$ cat src/rtl/uart_pkg.sv
// Shared types and widths for the UART transmit arbiter.
// Packet lock is enabled by defining UART_ARB_LOCK_EN.
package uart_pkg;

  localparam int UART_BYTE_W = 8;

  typedef enum logic {
    ARB_IDLE,
    ARB_GRANT
  } arb_state_e;

  localparam int ARB_MAX_BURST_DEF    = 16;
  localparam int ARB_IDLE_TIMEOUT_DEF = 255;

  function automatic int cnt_w(input int max_val);
    return (max_val < 1) ? 1 : $clog2(max_val + 1);
  endfunction

  localparam int ARB_BURST_W_DEF = cnt_w(ARB_MAX_BURST_DEF);
  localparam int ARB_IDLE_W_DEF  = cnt_w(ARB_IDLE_TIMEOUT_DEF);

endpackage

$ cat src/rtl/rr_picker.sv
// Round-robin search: first set request after ptr, wrapping.
// Purely combinational; the caller registers the result.
module rr_picker #(
  parameter int N_REQ = 2
) (
  input  logic [N_REQ-1:0]         req,
  input  logic [$clog2(N_REQ)-1:0] ptr,
  output logic [N_REQ-1:0]         pick,
  output logic                     any_valid
);

  localparam int PW = $clog2(N_REQ);

  logic          found;
  logic [PW-1:0] idx;

  always_comb begin
    pick  = '0;
    found = 1'b0;
    idx   = '0;
    for (int k = 1; k <= N_REQ; k++) begin
      idx = PW'((int'(ptr) + k) % N_REQ);
      if (!found && req[idx]) begin
        pick[idx] = 1'b1;
        found     = 1'b1;
      end
    end
  end

  assign any_valid = |req;

endmodule

$ cat src/rtl/uart_tx_arbiter.sv
// Round-robin share of one uart_tx among N_REQ byte streams.
// Define UART_ARB_LOCK_EN for packet lock (last/burst/timeout).
module uart_tx_arbiter
  import uart_pkg::*;
#(
  parameter int N_REQ        = 2,
  parameter int MAX_BURST    = ARB_MAX_BURST_DEF,
  parameter int IDLE_TIMEOUT = ARB_IDLE_TIMEOUT_DEF
) (
  input  logic                         clk,
  input  logic                         rst_n,
  input  logic [UART_BYTE_W*N_REQ-1:0] req_data,
  input  logic [N_REQ-1:0]             req_valid,
  input  logic [N_REQ-1:0]             req_last,
  output logic [N_REQ-1:0]             req_ready,
  output logic [UART_BYTE_W-1:0]       tx_data,
  output logic                         tx_valid,
  input  logic                         tx_ready,
  output logic [N_REQ-1:0]             grant,
  output logic                         busy
);

  localparam int PW = $clog2(N_REQ);

  arb_state_e       state_q, state_d;
  logic [N_REQ-1:0] grant_q, grant_d;
  logic [PW-1:0]    ptr_q, ptr_d;
  logic [PW-1:0]    gidx;
  logic [N_REQ-1:0] pick;
  logic             any_valid;
  logic             g_valid;
  logic             xfer;
  logic             rel;

  rr_picker #(
    .N_REQ(N_REQ)
  ) u_pick (
    .req      (req_valid),
    .ptr      (ptr_q),
    .pick     (pick),
    .any_valid(any_valid)
  );

  always_comb begin
    gidx = '0;
    for (int i = 0; i < N_REQ; i++) begin
      if (grant_q[i]) gidx = PW'(i);
    end
  end

  assign g_valid = |(req_valid & grant_q);
  assign xfer    = tx_valid & tx_ready;

`ifdef UART_ARB_LOCK_EN
  localparam int BW = cnt_w(MAX_BURST);
  localparam int IW = cnt_w(IDLE_TIMEOUT);
  localparam logic [BW-1:0] BURST_END = BW'(MAX_BURST - 1);
  localparam logic [IW-1:0] IDLE_END  = IW'(IDLE_TIMEOUT - 1);
  localparam logic [IW-1:0] IDLE_MAX  = IW'(IDLE_TIMEOUT);

  logic [BW-1:0] burst_q;
  logic [IW-1:0] idle_q;
  logic          g_last;
  logic          t_out;

  assign g_last = |(req_last & grant_q);
  // Timeout fires on the cycle that takes idle_q up to IDLE_TIMEOUT.
  assign t_out  = (state_q == ARB_GRANT) & ~g_valid &
                  (idle_q == IDLE_END);
  assign rel    = (xfer & (g_last | (burst_q == BURST_END))) | t_out;

  always_ff @(posedge clk or negedge rst_n) begin
    if (!rst_n) begin
      burst_q <= '0;
      idle_q  <= '0;
    end else if (state_q != ARB_GRANT || rel) begin
      burst_q <= '0;
      idle_q  <= '0;
    end else begin
      if (xfer) burst_q <= burst_q + 1'b1;
      if (g_valid) idle_q <= '0;
      else if (idle_q != IDLE_MAX) idle_q <= idle_q + 1'b1;
    end
  end
`else
  logic unused_cfg;

  assign rel        = xfer;
  assign unused_cfg = ^{req_last, MAX_BURST[0], IDLE_TIMEOUT[0]};
`endif

  always_ff @(posedge clk or negedge rst_n) begin
    if (!rst_n) begin
      state_q <= ARB_IDLE;
      grant_q <= '0;
      ptr_q   <= PW'(N_REQ - 1);
    end else begin
      state_q <= state_d;
      grant_q <= grant_d;
      ptr_q   <= ptr_d;
    end
  end

  always_comb begin
    state_d = state_q;
    grant_d = grant_q;
    ptr_d   = ptr_q;
    unique case (state_q)
      ARB_IDLE: begin
        if (any_valid) begin
          grant_d = pick;
          state_d = ARB_GRANT;
        end
      end
      ARB_GRANT: begin
        if (xfer) ptr_d = gidx;
        if (rel) begin
          grant_d = '0;
          state_d = ARB_IDLE;
        end
      end
      default: begin
        grant_d = '0;
        state_d = ARB_IDLE;
      end
    endcase
  end

  always_comb begin
    tx_valid  = 1'b0;
    tx_data   = '0;
    req_ready = '0;
    if (state_q == ARB_GRANT) begin
      tx_valid  = g_valid;
      req_ready = grant_q & {N_REQ{tx_ready}};
      for (int i = 0; i < N_REQ; i++) begin
        if (grant_q[i])
          tx_data = req_data[UART_BYTE_W*i +: UART_BYTE_W];
      end
    end
  end

  assign grant = grant_q;
  assign busy  = (state_q != ARB_IDLE);

endmodule

$ cat config.mk
export PLATFORM = sky130hd
export DESIGN_NAME = uart_tx_arbiter
export DESIGN_NICKNAME = d
export VERILOG_FILES = /design/src/rtl/uart_pkg.sv /design/src/rtl/rr_picker.sv /design/src/rtl/uart_tx_arbiter.sv
export SDC_FILE = /design/constraint.sdc
export NUM_CORES = 1
export LEC_CHECK = 0
export BUFFER_PORTS_ARGS = -buffer_cell sky130_fd_sc_hd__buf_2
export CAP_MARGIN = 10
export CORE_AREA = 2 2 39 41
export CTS_BUF_LIST = sky130_fd_sc_hd__clkbuf_8
export CTS_CLUSTER_SIZE = 10
export DETAILED_ROUTE_END_ITERATION = 10
export DIE_AREA = 0 0 41 43
export GPL_ROUTABILITY_DRIVEN = 0
export PLACE_DENSITY_LB_ADDON = 0.3
export SLEW_MARGIN = 20
export SYNTH_ARGS = -nofsm -noshare
export SYNTH_HDL_FRONTEND = slang
export SYNTH_SLANG_ARGS = --single-unit
$ cat constraint.sdc
create_clock -name clk -period 1.23 [get_ports clk]
set_input_delay 0.3075 -clock clk [delete_from_list [all_inputs] [get_ports clk]]
set_output_delay 0.3075 -clock clk [all_outputs]
set_load 0.01 [all_outputs]
==> results of run 1 <==
[placed cells by master (no fill, tap or decap)]
cell,Yosys,final
buf_2,0,32
nor2b_1,8,8
buf_4,1,7
nand2_1,6,6
a22oi_2,2,4
buf_6,2,4
a22oi_1,5,3
dfrtp_2,0,3
clkbuf_8,0,3
a21oi_1,3,2
inv_1,1,2
o21ai_0,3,2
nor2b_4,0,1
o21ai_1,0,1
and2_1,1,1
and3_4,0,1
a21boi_2,0,1
nor3_1,1,1
nand3_2,0,1
a21oi_4,0,1
a21oi_2,1,1
nand3b_1,1,1
o221a_2,1,1
nand2b_1,1,1
nor2_1,1,1
dlygate4sd3_1,0,1
dfstp_2,1,1
[cells by family (layout without fill, tap and decap cells)]
kind of cell / after synthesis / in the layout / share of synthesized area
buffers and inverters: 5 / 49 / 0.101
DFF: 4 / 4 / 0.265
AOI/OAI and AO/OA: 16 / 16 / 0.314
and+or+nand+nor: 22 / 22 / 0.320
[state kept, by name (all words and copies together) (netlist names)]
register	count
busy	1
grant	2
ptr_q	1
[repair_timing]
action,4_1_cts,5_1_grt
hold endpoints to repair,3,0
hold buffers,1,0
resized for setup,9,3
pin swaps,4,1
buffers inserted,1,0
cloned,0,0
setup endpoints to repair,13,14
[metrics by stage]
stage | hold slack, ps | cells | instance area, µm² | setup TNS, ps | setup slack (ps)
6_report | 338 | 107 | 723 | -2400 | -265
4_1_cts | 334 | 107 | 707 | -2490 | -273
5_1_grt | 329 | 107 | 723 | -3080 | -339
2_1_floorplan | 11.9 | 47 | 395 | -18.1 | -4.51
3_5_place_dp | 119 | 101 | 611 | -255 | -47.8
3_3_place_gp | 118 | 101 | 611 | -143 | -33.2
[power groups by stage]
stage                     combinational (mW)  clock [mW]  sequential (mW)
final                                  0.600       0.288            0.225
after global routing                   0.654       0.302            0.228
after CTS                              0.585       0.294            0.224
after detailed placement               0.525           0            0.220
after global placement                 0.517           0            0.219
after floorplan                        0.310           0            0.232
[area by class of cell]
class                           count  area share
Clock buffer                        3      0.0571
Clock inverter                      1     0.00519
Inverter                            1     0.00519
Multi-Input combinational cell     38       0.389
Sequential cell                     4       0.145
Tap cell                           16      0.0277
Timing Repair Buffer               44       0.370
[worst max-delay path, cell delays in order (launching register included)]
cell and delay (ps):
dfrtp_2 420, nor2b_4 220, a22oi_1 90, nor2b_1 110, buf_2 130
[final timing paths]
kind,start,endpoint,slack [ps],depth (start not counted)
max,grant[1],tx_data[7],-260,4
min,tx_ready,busy,340,2
max reg2reg,grant[0],grant[0],40,4
min reg2reg,ptr_q,ptr_q,510,2
max in group asynchronous,rst_n,ptr_q,600,2
min in group asynchronous,rst_n,busy,430,2
[per-layer routing]
layer / track usage / routed length, µm / share of wire / vias up
met1: 0.132 / 449 / 0.37 / 220
met2: 0.253 / 621 / 0.52 / 35
met5: 0 / 0 / 0 / -
met3: 0.0314 / 132 / 0.11 / 0
li1: - / - / - / 253
met4: 0.0400 / 0 / 0 / 0
==> out/qor.txt, run 1 <==
fin crit share -> 1.22
Clock Tree Buf Depth -> 2
die height -> 43 µm
# diodes -> 0
Max Fclk -> 0.669 GHz
initial antenna violation count -> 0
Initial DRC Count -> 7
top-count cell post-synth -> nor2b_1
clk_lat worst skew -> 220 ps
post-synth top area share -> 0.196
die width -> 41 µm
sequential-to-total area share from yosys stat -> 0.265
core footprint -> 0.00138 mm²
Mapped Area -> 383 µm²
final wirelength -> 1200 µm
Max Clock Skew -> 2.83 ps
Netlist cell types -> 23
pin count of the biggest net entering global routing -> 10
status -> finished with violations
Layout Utilization -> 0.523
Sequential Area -> 105 µm²
Comb power frac -> 0.539
vias in the first global route -> 431
Setup CP Type -> reg -> out
#FFs+latches synth -> 4
Worst-path clk slew -> 40 ps
P_leak -> 0.355 nW
# DRC -> 0
Post-DRT Antenna Nets -> 0
CTS tree -> done
Post-synth EDFFs -> 0
Rel. slew slack -> 0.862
initial core utilization -> 0.277
PnR Total Power -> 1.11 mW
first-pass GRT wire length -> 1640 µm
Crit. End Element -> primary output
syn nets -> 70
routed len/inst -> 11.3 µm
yosys warns -> 0
GR Overflow Total -> 0
Synth area leader -> dfrtp_1
# fillers -> 131
H-tree lvl count -> 1
TritonCTS buffer count -> 3
Area Overhead vs Synth -> 88.9%
Worst Hold Class -> in -> reg
crit-path max FO -> 7
top post-synthesis cells by count -> nor2b_1, nand2_1, a22oi_1
average instance area after synthesis -> 8.15 µm²
Clk pwr share -> 0.259
setup violators final -> 13
VDD IR max -> 0.766 mV
Rows -> 14
post-DP HPWL -> 866 µm
net switching power -> 0.391 mW
clock sink total -> 4
global-route usage over all layers -> 0.134
failing checks -> negative setup slack
switching part of the total power -> 0.352
Post-synth ARST share -> 1.00
vias post-DR -> 508
final number of max-transition violations -> 0
Die ar. -> 0.00176 mm²
Final Hold Fails -> 0
sequential power share -> 0.202
crit path DAT -> 1190 ps
Final min period -> 1490 ps
Root Buffer Master -> clkbuf_8
startpoint types -> flip-flop
P per Cell Area -> 1540 mW/mm²
Cells after Synth -> 47
Worst Tran Pin Value -> 207 ps
Internal Power -> 0.721 mW
fraction of layout cells with a size suffix above 1 -> 0.670
multi-input logic area -> 282 µm²
unrepaired setup endpoints after global routing -> yes
Synth Flop Type -> dfrtp_1
DR vias/cell -> 4.75
synth top area cells -> dfrtp_1, nor2b_1, a22oi_1
number of max-cap violations -> 0
nets -> 115
final worst slack -> -265 ps
drt pass-1 iters -> 4
I/O Buffers -> 34
critical path data required time -> 920 ps
# IOs -> 37
No activity file was read; power rests on OpenSTA's default activity.
==> inputs of run 2 (changes only) <==
GPL_ROUTABILITY_DRIVEN = not set   (was 0)
clock period = 1.6 ns   (was 1.23 ns; I/O delays follow)
==> run 2 against run 1 <==
The flow now finishes without violations. First-iteration DRC count fell by 71%. Clock-buffer cell count unchanged. Global-route usage down 0.13 points. Sequential share of layout area rose by 1.3 points. Final area is 10% lower. Non-clock buffer count is 5 lower. Core utilization fell by 5.3 points. Critical path type unchanged.
==> out/qor.txt, run 2 (synthesis gave the netlist of run 1 again) <==
# IOs -> 37
nets -> 110
final worst slack -> 2.58 ps
drt pass-1 iters -> 4
Max Fclk -> 0.626 GHz
Initial DRC Count -> 2
Clock Tree Buf Depth -> 2
Crit. End Element -> primary output
TritonCTS buffer count -> 3
core footprint -> 0.00138 mm²
fin crit share -> 0.998
busiest grt layer -> met2
fraction of layout cells with a size suffix above 1 -> 0.616
clock sink total -> 4
kind of cell adding the most delay to the critical path -> flip-flops
first-pass GRT wire length -> 1570 µm
Inst Count DP -> 95
clk_lat worst skew -> 220 ps
initial antenna violation count -> 0
Worst Hold Class -> in -> reg
setup slack at placement -> 163 ps
number of max-cap violations -> 0
die width -> 41 µm
GR Util met1 -> 0.134
leading cell type in the layout, fill and taps excluded -> buf_2
Post-DRT Antenna Nets -> 0
post-DP HPWL -> 772 µm
global-route usage over all layers -> 0.133
DR vias/cell -> 4.71
Area Overhead vs Synth -> 69.6%
die height -> 43 µm
crit path DAT -> 1200 ps
status -> finished clean
unrepaired setup endpoints after global routing -> yes
Die ar. -> 0.00176 mm²
Final min period -> 1600 ps
# diodes -> 0
Worst-path clk slew -> 30 ps
CP cell instances -> nor2b_4, a22oi_1, nor2b_1, buf_2
P_leak -> 0.332 nW
vias in the first global route -> 427
RePlAce Congestion -> 0.743
max reg flops -> 2
final wirelength -> 1050 µm
vias post-DR -> 480
VDD IR max -> 0.517 mV
CP max-delay cell -> dfrtp_1
Root Buffer Master -> clkbuf_8
crit-path max FO -> 7
Worst Tran Pin Value -> 219 ps
final number of max-transition violations -> 0
GR Overflow Total -> 0
critical path data required time -> 1200 ps
pin count of the biggest net entering global routing -> 17
I/O Buffers -> 34
startpoint types -> flip-flop
Final Hold Fails -> 0
setup violators final -> 0
grt met3 use -> 0.0471
initial core utilization -> 0.277
P per Cell Area -> 1200 mW/mm²
most frequent cells in the layout -> buf_2, nor2b_1, nand2_1, a22oi_2
routed len/inst -> 10.3 µm
CTS tree -> done
Rel. slew slack -> 0.853
Rows -> 14
fin cells -> 102
Setup CP Type -> reg -> out
GR Layer Usage met2 -> 0.219
Buf/Inv on CP -> 1
Max Clock Skew -> 0.844 ps
H-tree lvl count -> 1
# DRC -> 0
CP peak stage delay -> 400 ps
run 2: cell count changes in the layout (fill, tap and decap cells not counted), moves of 2 or more:
cell / before / now
buf_4: 7 / 3
buf_6: 4 / 1
buf_2: 32 / 34
dfrtp_1: 0 / 2
dfrtp_2: 3 / 1
run 2: power by group:
group,total [mW],internal (mW),switching (mW)
Clock,0.224,0.164,0.0595
Sequential,0.171,0.140,0.0305
Combinational,0.388,0.200,0.188
run 2: final cells by class:
class | instances | area [µm²]
Clock inverter | 1 | 3.75
Sequential cell | 4 | 103
Inverter | 1 | 3.75
Fill cell | 141 | 734
Clock buffer | 3 | 41.3
Tap cell | 16 | 20.0
Timing Repair Buffer | 39 | 214
Multi-Input combinational cell | 38 | 264
run 2: final timing paths:
kind	from	to	slack (ps)	cells past startpoint
min	tx_ready	busy	380	2
max reg2reg	grant[1]	grant[0]	420	5
max in group asynchronous	rst_n	ptr_q	880	2
max	grant[1]	tx_data[7]	3	4
min in group asynchronous	rst_n	grant[0]	520	2
min reg2reg	ptr_q	ptr_q	500	2
run 2: stage by stage:
stage	power [mW]	util	cell area, µm²	setup TNS, ps	hold WS [ps]
floorplan	0.402	-	383	0	104
global placement	0.514	0.400	553	0	210
detailed placement	0.517	0.400	553	0	208
CTS	0.772	0.452	626	0	383
global route	0.847	0.469	649	-458	384
finish	0.782	0.469	649	0	385
run 2: layer usage:
metal / vias up / routed length [µm] / share of wire
met5: - / 0 / 0
met4: 0 / 19 / 0.018
met3: 2 / 132 / 0.13
met2: 30 / 473 / 0.45
met1: 206 / 423 / 0.40
li1: 242 / - / -
run 2: what timing repair did:
item	in CTS	in global routing
pin swaps	0	2
setup endpoints to repair	9	9
resized for setup	3	5
setup buffers	1	1
hold buffers	1	0
endpoints found under the hold margin	3	0
==> inputs of run 3 (changes only) <==
CTS_BUF_LIST = sky130_fd_sc_hd__clkbuf_2 sky130_fd_sc_hd__clkbuf_4 sky130_fd_sc_hd__clkbuf_8   (was sky130_fd_sc_hd__clkbuf_8)
==> run 3 against run 2 <==
Critical endpoint unchanged. Highest routed layer is now met3. Clock power decreased by 26%. The run now ends with negative setup slack left. Worst hold slack worse by 22 ps. Largest cell class unchanged. Non-clock buffer count unchanged. Largest power group unchanged. Clock skew is 1.4 ps higher.
==> out/qor.txt, run 3 (synthesis gave the netlist of run 1 again) <==
status -> finished with violations
failing checks -> negative setup slack
initial core utilization -> 0.277
final number of max-transition violations -> 0
P_leak -> 0.332 nW
Die ar. -> 0.00176 mm²
Worst Hold Class -> in -> reg
sequential power share -> 0.233
critical path data required time -> 1200 ps
drt pass-1 iters -> 4
# fillers -> 139
# DRC -> 0
leading cell type in the layout, fill and taps excluded -> buf_2
Rows -> 14
Worst-path clk slew -> 40 ps
pin count of the biggest net entering global routing -> 17
multi-input logic area -> 272 µm²
Internal Power -> 0.453 mW
initial antenna violation count -> 0
Root Buffer Master -> clkbuf_4
final wirelength -> 1100 µm
fin crit share -> 1.02
Hold Path Stages -> 2
VDD IR max -> 0.524 mV
Post-DRT Antenna Nets -> 0
nets -> 110
Initial DRC Count -> 14
Comb power frac -> 0.542
PnR Total Power -> 0.732 mW
P per Cell Area -> 1140 mW/mm²
Sequential Area -> 103 µm²
crit-path max FO -> 7
fraction of layout cells with a size suffix above 1 -> 0.640
# IOs -> 37
RePlAce Congestion -> 0.743
Rel. slew slack -> 0.853
Max Clock Skew -> 2.21 ps
setup TNS -> -49.1 ps
Final min period -> 1620 ps
clock sink total -> 4
die width -> 41 µm
R2R depth -> 5
crit path DAT -> 1220 ps
die height -> 43 µm
Final Hold Fails -> 0
DR vias/cell -> 4.77
vias in the first global route -> 442
TritonCTS buffer count -> 3
Setup CP Type -> reg -> out
setup slack at placement -> 163 ps
switching part of the total power -> 0.382
final worst slack -> -24.1 ps
global-route usage over all layers -> 0.134
H-tree lvl count -> 1
max reg flops -> 2
most frequent cells in the layout -> buf_2, nor2b_1, nand2_1, a22oi_2, clkbuf_4
vias post-DR -> 487
I/O Buffers -> 34
Clk pwr share -> 0.225
Crit. End Element -> primary output
routed len/inst -> 10.8 µm
fin cells -> 102
startpoint types -> flip-flop
GR Overflow Total -> 0
# diodes -> 0
Area after DPL -> 553 µm²
Area Overhead vs Synth -> 67.6%
fin area -> 642 µm²
CTS tree -> done
post-DP HPWL -> 772 µm
clk_lat worst skew -> 240 ps
first-pass GRT wire length -> 1610 µm
unrepaired setup endpoints after global routing -> yes
Worst Tran Pin Value -> 220 ps
number of max-cap violations -> 0
core footprint -> 0.00138 mm²
setup violators final -> 3
Inst Count DP -> 95
Clock Tree Buf Depth -> 2
Max Fclk -> 0.616 GHz
net switching power -> 0.280 mW
==> run 3: worst paths after layout <==
| check | start | slack (ps) | endpoint |
|---|---|---|---|
| worst max-delay path | grant[1] | -20 | tx_data[7] |
| worst min-delay path | tx_ready | 360 | busy |
| worst max register to register | grant[1] | 400 | grant[0] |
| worst min register to register | ptr_q | 530 | ptr_q |
| max in group asynchronous | rst_n | 910 | ptr_q |
| min in group asynchronous | rst_n | 490 | grant[0] |
==> run 3: final cells by class <==
| cell class | count | area share |
|---|---|---|
| clock buffers | 4 | 0.0468 |
| inverters | 1 | 0.00585 |
| multi-input cells | 38 | 0.423 |
| flip-flops and latches | 4 | 0.160 |
| well taps | 16 | 0.0312 |
| repair buffers | 39 | 0.333 |
==> run 3: timing repair <==
| item | in CTS | in global routing |
|---|---|---|
| setup endpoints to repair | 9 | 9 |
| hold buffers | 1 | 0 |
| resized for setup | 4 | 6 |
| pin swaps | 1 | 1 |
| hold endpoints to repair | 3 | 0 |
| setup buffers | 1 | 1 |
==> run 3: power by group through the flow <==
stage	clock (mW)	combinational, mW	sequential (mW)
2_1_floorplan	0	0.230	0.172
3_3_place_gp	0	0.347	0.168
3_5_place_dp	0	0.350	0.168
4_1_cts	0.167	0.371	0.172
5_1_grt	0.176	0.440	0.176
6_report	0.165	0.397	0.171
==> run 3: critical path, stage by stage, from the launching register on <==
cell and delay [ps]:
dfrtp_1 400, nor2b_4 230, a22oi_1 100, nor2b_1 110, buf_2 130
==> run 3: metal layers <==
| metal | GRT usage | share of wire | up-vias |
|---|---|---|---|
| met1 | 0.134 | 0.39 | 212 |
| met4 | 0.0600 | 0 | 0 |
| met5 | 0 | 0 | - |
| met2 | 0.231 | 0.48 | 33 |
| met3 | 0.0471 | 0.13 | 0 |
| li1 | - | - | 242 |
==> run 3: metrics by stage <==
stage / util / hold WS, ps
2_1_floorplan: - / 104
4_1_cts: 0.441 / 355
5_1_grt: 0.464 / 349
3_3_place_gp: 0.400 / 210
3_5_place_dp: 0.400 / 208
6_report: 0.464 / 362
